[src/rtl/l2k_pkg.sv]
// Shared constants and types for the Limn2600 TLB refill path:
// walk states, fault codes and the packed TLB entry layout.
package l2k_pkg;

   localparam int L2K_TLB_IDX_W = 6;
   localparam int L2K_ASID_W    = 12;
   localparam int L2K_TIMEOUT   = 255;

   // PTE bit positions; the entry carries the PTE unmodified
   localparam int PTE_V  = 0;
   localparam int PTE_W  = 1;
   localparam int PTE_K  = 2;
   localparam int PTE_NC = 3;
   localparam int PTE_G  = 4;

   typedef enum logic [1:0] {
      FLT_NONE = 2'b00,
      FLT_PDE  = 2'b01,
      FLT_PTE  = 2'b10,
      FLT_BUS  = 2'b11
   } fault_t;

   typedef enum logic [2:0] {
      ST_IDLE    = 3'd0,
      ST_L1_REQ  = 3'd1,
      ST_L1_WAIT = 3'd2,
      ST_L2_REQ  = 3'd3,
      ST_L2_WAIT = 3'd4,
      ST_FILL    = 3'd5,
      ST_DONE    = 3'd6
   } walk_state_t;

   typedef struct packed {
      logic [19:0]           vpn;
      logic [L2K_ASID_W-1:0] asid;
      logic [31:0]           pte;
   } tlb_entry_t;

endpackage

[src/rtl/l2k_rr_arb2.sv]
// Two-way round-robin arbiter: a lone requester wins outright, a tie goes to
// the port that was not granted last. Pointer moves only on an actual grant.
module l2k_rr_arb2 (
   input  logic       clk,
   input  logic       rst,
   input  logic [1:0] i_req,
   input  logic       i_en,
   output logic       o_gnt_valid,
   output logic       o_gnt_port
);

   logic r_last;

   always_comb begin
      o_gnt_valid = i_en && (i_req != 2'b00);
      o_gnt_port  = 1'b0;
      case (i_req)
         2'b01:   o_gnt_port = 1'b0;
         2'b10:   o_gnt_port = 1'b1;
         2'b11:   o_gnt_port = ~r_last;
         default: o_gnt_port = 1'b0;
      endcase
   end

   always_ff @(posedge clk) begin
      if (rst) begin
         r_last <= 1'b0;
      end else if (o_gnt_valid) begin
         r_last <= o_gnt_port;
      end
   end

endmodule

[src/rtl/l2k_tlb_refill_ctrl.sv]
// Hardware TLB refill sequencer: arbitrates I/D miss ports, walks the
// two-level page table over the bus and writes the resulting TLB entry.
module l2k_tlb_refill_ctrl
   import l2k_pkg::*;
#(
   parameter int TLB_IDX_W = L2K_TLB_IDX_W,
   parameter int TIMEOUT   = L2K_TIMEOUT
) (
   input  logic                  clk,
   input  logic                  rst,
   input  logic [19:0]           ptb,
   input  logic [L2K_ASID_W-1:0] asid,
   input  logic [1:0]            req_valid,
   input  logic [63:0]           req_vaddr,
   output logic [1:0]            req_done,
   output logic [1:0]            req_fault,
   output logic                  mem_req,
   output logic [31:0]           mem_addr,
   input  logic                  mem_ack,
   input  logic [31:0]           mem_rdata,
   output logic                  tlb_we,
   output logic [TLB_IDX_W-1:0]  tlb_index,
   output logic [63:0]           tlb_entry,
   output logic                  busy
);

   localparam logic [7:0] TMO_LAST = 8'(TIMEOUT - 1);

   walk_state_t           r_state, w_state_next;
   logic                  r_port, w_port_next;
   logic [19:0]           r_vpn, w_vpn_next;
   logic [L2K_ASID_W-1:0] r_asid, w_asid_next;
   logic [19:0]           r_ptb, w_ptb_next;
   logic [19:0]           r_pde_frame, w_pde_next;
   logic [31:0]           r_pte, w_pte_next;
   fault_t                r_fault, w_fault_next;
   logic [7:0]            r_tmo, w_tmo_next;

   logic                  w_gnt_valid;
   logic                  w_gnt_port;
   logic [31:0]           w_gnt_va;
   tlb_entry_t            w_entry;
   logic                  w_unused_va;

   l2k_rr_arb2 u_arb (
      .clk         (clk),
      .rst         (rst),
      .i_req       (req_valid),
      .i_en        (r_state == ST_IDLE),
      .o_gnt_valid (w_gnt_valid),
      .o_gnt_port  (w_gnt_port)
   );

   assign w_gnt_va    = w_gnt_port ? req_vaddr[63:32] : req_vaddr[31:0];
   // page offset bits play no part in a walk
   assign w_unused_va = ^{req_vaddr[43:32], req_vaddr[11:0]};
   assign w_entry     = '{vpn: r_vpn, asid: r_asid, pte: r_pte};

   always_ff @(posedge clk) begin
      if (rst) begin
         r_state     <= ST_IDLE;
         r_port      <= 1'b0;
         r_vpn       <= '0;
         r_asid      <= '0;
         r_ptb       <= '0;
         r_pde_frame <= '0;
         r_pte       <= '0;
         r_fault     <= FLT_NONE;
         r_tmo       <= '0;
      end else begin
         r_state     <= w_state_next;
         r_port      <= w_port_next;
         r_vpn       <= w_vpn_next;
         r_asid      <= w_asid_next;
         r_ptb       <= w_ptb_next;
         r_pde_frame <= w_pde_next;
         r_pte       <= w_pte_next;
         r_fault     <= w_fault_next;
         r_tmo       <= w_tmo_next;
      end
   end

   always_comb begin
      w_state_next = r_state;
      w_port_next  = r_port;
      w_vpn_next   = r_vpn;
      w_asid_next  = r_asid;
      w_ptb_next   = r_ptb;
      w_pde_next   = r_pde_frame;
      w_pte_next   = r_pte;
      w_fault_next = r_fault;
      w_tmo_next   = r_tmo;

      req_done  = '0;
      req_fault = '0;
      mem_req   = 1'b0;
      mem_addr  = '0;
      tlb_we    = 1'b0;
      tlb_index = '0;
      tlb_entry = '0;
      busy      = (r_state != ST_IDLE);

      case (r_state)
         ST_IDLE: begin
            if (w_gnt_valid) begin
               w_state_next = ST_L1_REQ;
               w_port_next  = w_gnt_port;
               w_vpn_next   = w_gnt_va[31:12];
               w_asid_next  = asid;
               w_ptb_next   = ptb;
               w_fault_next = FLT_NONE;
            end
         end
         ST_L1_REQ: begin
            mem_req      = 1'b1;
            mem_addr     = {r_ptb, r_vpn[19:10], 2'b00};
            w_tmo_next   = '0;
            w_state_next = ST_L1_WAIT;
         end
         ST_L1_WAIT: begin
            mem_req  = 1'b1;
            mem_addr = {r_ptb, r_vpn[19:10], 2'b00};
            if (mem_ack) begin
               w_pde_next = mem_rdata[31:12];
               if (!mem_rdata[PTE_V]) begin
                  w_fault_next = FLT_PDE;
                  w_state_next = ST_DONE;
               end else begin
                  w_state_next = ST_L2_REQ;
               end
            end else if (r_tmo == TMO_LAST) begin
               w_fault_next = FLT_BUS;
               w_state_next = ST_DONE;
            end else begin
               w_tmo_next = r_tmo + 8'd1;
            end
         end
         ST_L2_REQ: begin
            mem_req      = 1'b1;
            mem_addr     = {r_pde_frame, r_vpn[9:0], 2'b00};
            w_tmo_next   = '0;
            w_state_next = ST_L2_WAIT;
         end
         ST_L2_WAIT: begin
            mem_req  = 1'b1;
            mem_addr = {r_pde_frame, r_vpn[9:0], 2'b00};
            if (mem_ack) begin
               w_pte_next = mem_rdata;
               if (!mem_rdata[PTE_V]) begin
                  w_fault_next = FLT_PTE;
                  w_state_next = ST_DONE;
               end else begin
                  w_state_next = ST_FILL;
               end
            end else if (r_tmo == TMO_LAST) begin
               w_fault_next = FLT_BUS;
               w_state_next = ST_DONE;
            end else begin
               w_tmo_next = r_tmo + 8'd1;
            end
         end
         ST_FILL: begin
            tlb_we       = 1'b1;
            tlb_index    = r_vpn[TLB_IDX_W-1:0];
            tlb_entry    = w_entry;
            w_state_next = ST_DONE;
         end
         ST_DONE: begin
            req_done[r_port] = 1'b1;
            req_fault        = r_fault;
            w_state_next     = ST_IDLE;
         end
         default: begin
            w_state_next = ST_IDLE;
         end
      endcase
   end

endmodule

[config.mk]
export PLATFORM = sky130hd
export DESIGN_NAME = l2k_tlb_refill_ctrl
export DESIGN_NICKNAME = d
export VERILOG_FILES = /design/src/rtl/l2k_pkg.sv /design/src/rtl/l2k_rr_arb2.sv /design/src/rtl/l2k_tlb_refill_ctrl.sv
export SDC_FILE = /design/constraint.sdc
export NUM_CORES = 1
export LEC_CHECK = 0
export BUFFER_PORTS_ARGS = -buffer_cell sky130_fd_sc_hd__buf_2
export CAP_MARGIN = 0
export CORE_ASPECT_RATIO = 1.4
export CORE_MARGIN = 2
export CORE_UTILIZATION = 39
export DETAILED_ROUTE_END_ITERATION = 8
export GPL_TIMING_DRIVEN = 0
export PLACE_DENSITY = 0.68
export SLEW_MARGIN = 5
export SYNTH_ARGS = -nofsm -noshare
export SYNTH_HDL_FRONTEND = slang
export SYNTH_SLANG_ARGS = --single-unit
[constraint.sdc]
create_clock -name clk -period 5.4 [get_ports clk]
set_input_delay 0.54 -clock clk [delete_from_list [all_inputs] [get_ports clk]]
set_output_delay 0.54 -clock clk [all_outputs]
set_load 0.01 [all_outputs]
=== Yosys cells after proc, flatten, opt, wreduce, memory -nomap -nowiden ===
Cells that the tools add are included.

* $lt $le $gt $ge: 2
* Reduce and logical (&&, ||, !) cells: 17
* Bitwise operators: 1
* Equal/unequal tests: 14
* Divide/modulo/power cells: 0
* Add/subtract/negate cells: 1
* Multiplexer cells: 28
* Shift operators: 0
* Multipliers: 0

{| class="wikitable"
|+ Operators with widths
! kind !! count
|-
| $mux 64 || 1
|-
| $pmux 32 s2 || 1
|-
| $mux 32 || 1
|-
| $mux 2 || 9
|-
| $pmux 3 s6 || 1
|-
| $mux 8 || 2
|-
| $pmux 8 s2 || 1
|-
| $mux 3 || 5
|-
| $eq 3x3->1 const B || 3
|-
| $add 8x1->8 const B || 1
|-
| $eq 8x8->1 const B || 1
|-
| $reduce_or 2->1 || 4
|-
| $eq 3x2->1 const B || 2
|-
| $mux 6 || 1
|-
| $ne 2x2->1 const B || 3
|-
| $ne 3x3->1 const B || 2
|-
| $pmux 2 s3 || 1
|-
| $reduce_and 2->1 || 3
|-
| $reduce_bool 3->1 || 2
|-
| $eq 2x2->1 const B || 2
|-
| $reduce_and 4->1 || 1
|-
| $reduce_bool 2->1 || 2
|-
| $reduce_or 4->1 || 1
|-
| $eq 3x1->1 const B || 1
|-
| 9 further kinds || 12
|}

* Logic and storage cells: 73
* Memory bits (writable): 0
* Register bits after elaboration: 119
* ROM bits: 0
* Memories: 0
* Latch bits: 0
* Input port bits: 133
* Output and inout port bits: 109

=== Depth between registers and ports, before layout ===
* Word-level depth: 5
* Gate-level depth with buffers: 7
* Mapped depth without buffers: 6

=== By module ===
From an unflattened synthesis, not the netlist that was laid out.

* Cell total of the unflattened synthesis: 707
* Area, all modules: 5566.6 um^2

{| class="wikitable"
|+ By module, submodules not included
! module !! sequential area each (um^2) !! area an instance (um^2) !! instances !! cells an instance
|-
| l2k_tlb_refill_ctrl || 2362.3 || 5505.3 || 1 || 701
|-
| l2k_rr_arb2 || 20.0 || 61.3 || 1 || 6
|}

=== Worst setup path after synthesis ===
OpenSTA, ideal clock, no wires.

* Path kind: flip-flop to output port
* From: register r_state[1]
* To: output port tlb_index[5]
* Data arrival time: 1489 ps
* Setup slack: 3371 ps
* Path buffers: 4
* Cell stages (with the launch flop): 8
* Cell sequence: dfxtp_1 -> buf_2 -> nand2b_1 -> nor2_1 -> clkbuf_1 -> clkbuf_1 -> and2_1 -> buf_4

* Cells in the longest elaborated chain, start to end: 2

{| class="wikitable"
|+ Ends and longest elaborated chain
! element !! RTL line !! RTL
|-
| start, declared || l2k_tlb_refill_ctrl.sv:29 || <nowiki>walk_state_t r_state, w_state_next;</nowiki>
|-
| start signal, assigned || l2k_tlb_refill_ctrl.sv:71 || <nowiki>r_state <= w_state_next;</nowiki>
|-
| $eq 3x3->1 || l2k_tlb_refill_ctrl.sv:103 || <nowiki>case (r_state)</nowiki>
|-
| $mux 6 || l2k_tlb_refill_ctrl.sv:103 ||
|-
| end, declared || l2k_tlb_refill_ctrl.sv:22 || <nowiki>output logic [TLB_IDX_W-1:0] tlb_index,</nowiki>
|}

Every way passes these cells.

=== Worst setup path after layout ===
Same ends and word-level chain as after synthesis.

==> impl_results.md <==
* Status: finished, final reports clean
* GRT Overall Usage at 22.8%
* Final min period at 3.03 ns
* CORE AREA at 13800 µm²
* Placed cells at 1094
* Post-Route WL at 17400 µm
* Net count, final at 1063
* Clock input transition at the sequential cells of the worst setup and hold paths at 0.06 ns
* Post-synth EDFFs at 0
* Hold Path Sink: r_asid[8]$_SDFFE_PP0P_
* Max Root-Sink Buffers at 2
* Pin count of the biggest net entering global routing at 17
* Starting density of the core at 39.6%
* DRT Pass-1 Iters at 5
* Crit path DAT at 2.49 ns
* Busiest metal layer after global routing: met2
* Setup_tns at 0 ns
* Worst Tran Pin Value at 0.727 ns
* Synth area leaders: dfxtp_1, nand2_1, a21oi_1
* Ys Warns at 0
* Post-DP HPWL at 13200 µm
* FF-to-FF setup slack at 3.45 ns
* Via count at 5535
* Met2 Use GR at 39.3%
* Yosys cell types at 45
* P&R area growth vs syn at 33.7%
* WL/cell at 15.5 µm
* Post-CTS Setup Repair Bufs at 0
* Die area at 15000 µm²
* #FFs+latches synth at 118
* R2R Path End: r_pte[27]$_SDFFE_PP0P_
* CTS H-Tree Depth at 4
* Via density at 4.92
* # hold bufs at CTS at 0
* Syn_area_per_cell at 7.90 µm²
* Leading area contributor after synthesis: dfxtp_1
* Die H at 144 µm
* Startpoint types: flop
* Clk_lat worst skew at 0.41 ns
* CTS tree: done
* Antenna violations before repair at 0
* Post-Syn Area at 5480 µm²
* Top Ports at 242
* Ys flop type: dfxtp_1
* Post-synth ARST share at 0%
* Final Max Tran Viols at 0
* Critical path type: reg -> out
* Relative slew slack at 51.5%
* N_diodes at 0
* Final Hold Fails at 0
* Element type at the critical path end: output pin
* First-pass GRT wire length at 26700 µm
* Hold Path Class: in -> reg
* Critical path required time at 4.86 ns
* Fill count at 1451
* R2r startpoint: r_state[0]$_SDFFE_PP0N_
* Resized Gates After CTS at 0
* Final ANT Viol Nets at 0
* Fmax at 330 MHz
* Number of global-route vias before repair at 5179
* PwrDens at 364 nW/µm²
* CP max FO at 10
* Final Setup Violations at 0
* Register area at 2360 µm²
* Cts bufs inserted at 17
* # clock sinks at 118
* Share of the synthesized area in the top cell type at 43.1%
* Clock Skew at 0.0111 ns
* Peak VDD IR at 0.000221 V
* Clock root cell: clkbuf_16
* Fraction of layout cells with a size suffix above 1 at 29.1%
* Cell count after synthesis at 694
* Commonest cells post-synth: nand2_1, dfxtp_1, a21oi_1, and2_1, clkbuf_1
* Hold Path Depth at 3
* Footprint of the multi-input gates at 2820 µm²
* Worst R2R Path Depth at 7
* GR met3 Demand/Resource at 4.78%
* Max_cap viols at 0
* Buffers added on ports at 214
* GPL Wtd Cong at 0.863
* Share of the yosys chip area belonging to registers at 43.1%
* RSZ-0062 raised after global routing: false
* Gr ovfl total at 0
* M1 GR Usage at 27.2%
* Hold_sp: asid[8]
* Non-Filler Instances at 1125
* DRC Markers at 0
* Leakage power at 0.00332 µW
* 1st-iter DRT viols at 165
* Row count at 51
* Period utilisation layout at 56.1%
* Most frequent cell after synthesis: nand2_1
* Die width at 104 µm
-- cells in the final DEF, fill, tap and decap left out, drive strengths merged, types with 8 or more instances in the layout --
master,n
mux2i,25
a211oi,21
nand2b,8
and2,64
nor2,28
dfxtp,118
buf,239
clkbuf,57
a21oi,97
nand2,178
a22o,30
-- cells by family (layout without fill, tap and decap cells) --
kind of cell               count (synthesis)  after routing  synth area share, %
and+or+nand+nor                          303            303                 25.5
AOI/OAI and AO/OA                        172            172                 20.1
DFF                                      118            118                 43.1
buffers and inverters                     69            314                 5.62
muxes                                     25             25                 4.57
adders and majority gates                  3              3                0.639
xor gates and xnor gates                   3              3                0.479
other                                      1              2               0.0684
-- worst max-delay path, cell delays in order, from the launching register on --
cell,delay (ns)
dfxtp_1,0.30
buf_2,0.18
nand2b_1,0.19
nor2_1,0.13
clkbuf_1,0.52
clkbuf_1,0.32
and2_1,0.22
buf_4,0.11
buf_2,0.11
-- state kept, by name, summed over array words and instances, names as in the netlist --
signal,cells
r_pte,32
r_pde_frame,20
r_ptb,20
r_vpn,20
r_asid,12
r_tmo,8
r_state,3
r_fault,2
u_arb.r_last,1
-- worst max-delay path by stage --
stage | startpoint | endpoint
floorplan | r_state[1]$_SDFFE_PP0N_ | tlb_index[5]
global placement | r_state[1]$_SDFFE_PP0N_ | tlb_index[5]
detailed placement | r_state[1]$_SDFFE_PP0N_ | tlb_index[5]
CTS | r_state[1]$_SDFFE_PP0N_ | tlb_index[5]
global route | r_state[1]$_SDFFE_PP0N_ | tlb_index[5]
finish | r_state[1]$_SDFFE_PP0N_ | tlb_index[5]
-- stage by stage --
stage          power (µW)  hold slack (ns)  util [%]  setup WS (ns)  cell area, µm²
6_report             2670            0.364      52.9           2.37            7330
5_1_grt              2790            0.356      52.9           2.14            7330
4_1_cts              2690            0.346      52.9           2.37            7330
3_5_place_dp         1650            0.442      49.0           2.84            6790
3_3_place_gp         1640            0.438      49.0           2.84            6790
2_1_floorplan        1410            0.432         -           3.37            5490
-- routing by layer --
layer,wire length [µm],vias up
met1,7300,2525
met5,0,-
met2,8690,163
met3,886,33
met4,558,0
li1,-,2814
-- power breakdown --
part	internal [µW]	switching, µW
Clock	626	408
Sequential	964	59.3
Combinational	219	390
Total	1810	857
-- cell type report --
class,instances,share of cell area [%]
plain buffers,64,3.94
multi-input cells,508,38.4
well taps,185,3.16
flip-flops and latches,118,32.2
clock inverters,13,1.50
clock buffers,18,5.86
inverters,5,0.256
repair buffers,214,14.6
Power figures use the tool's default switching activity.
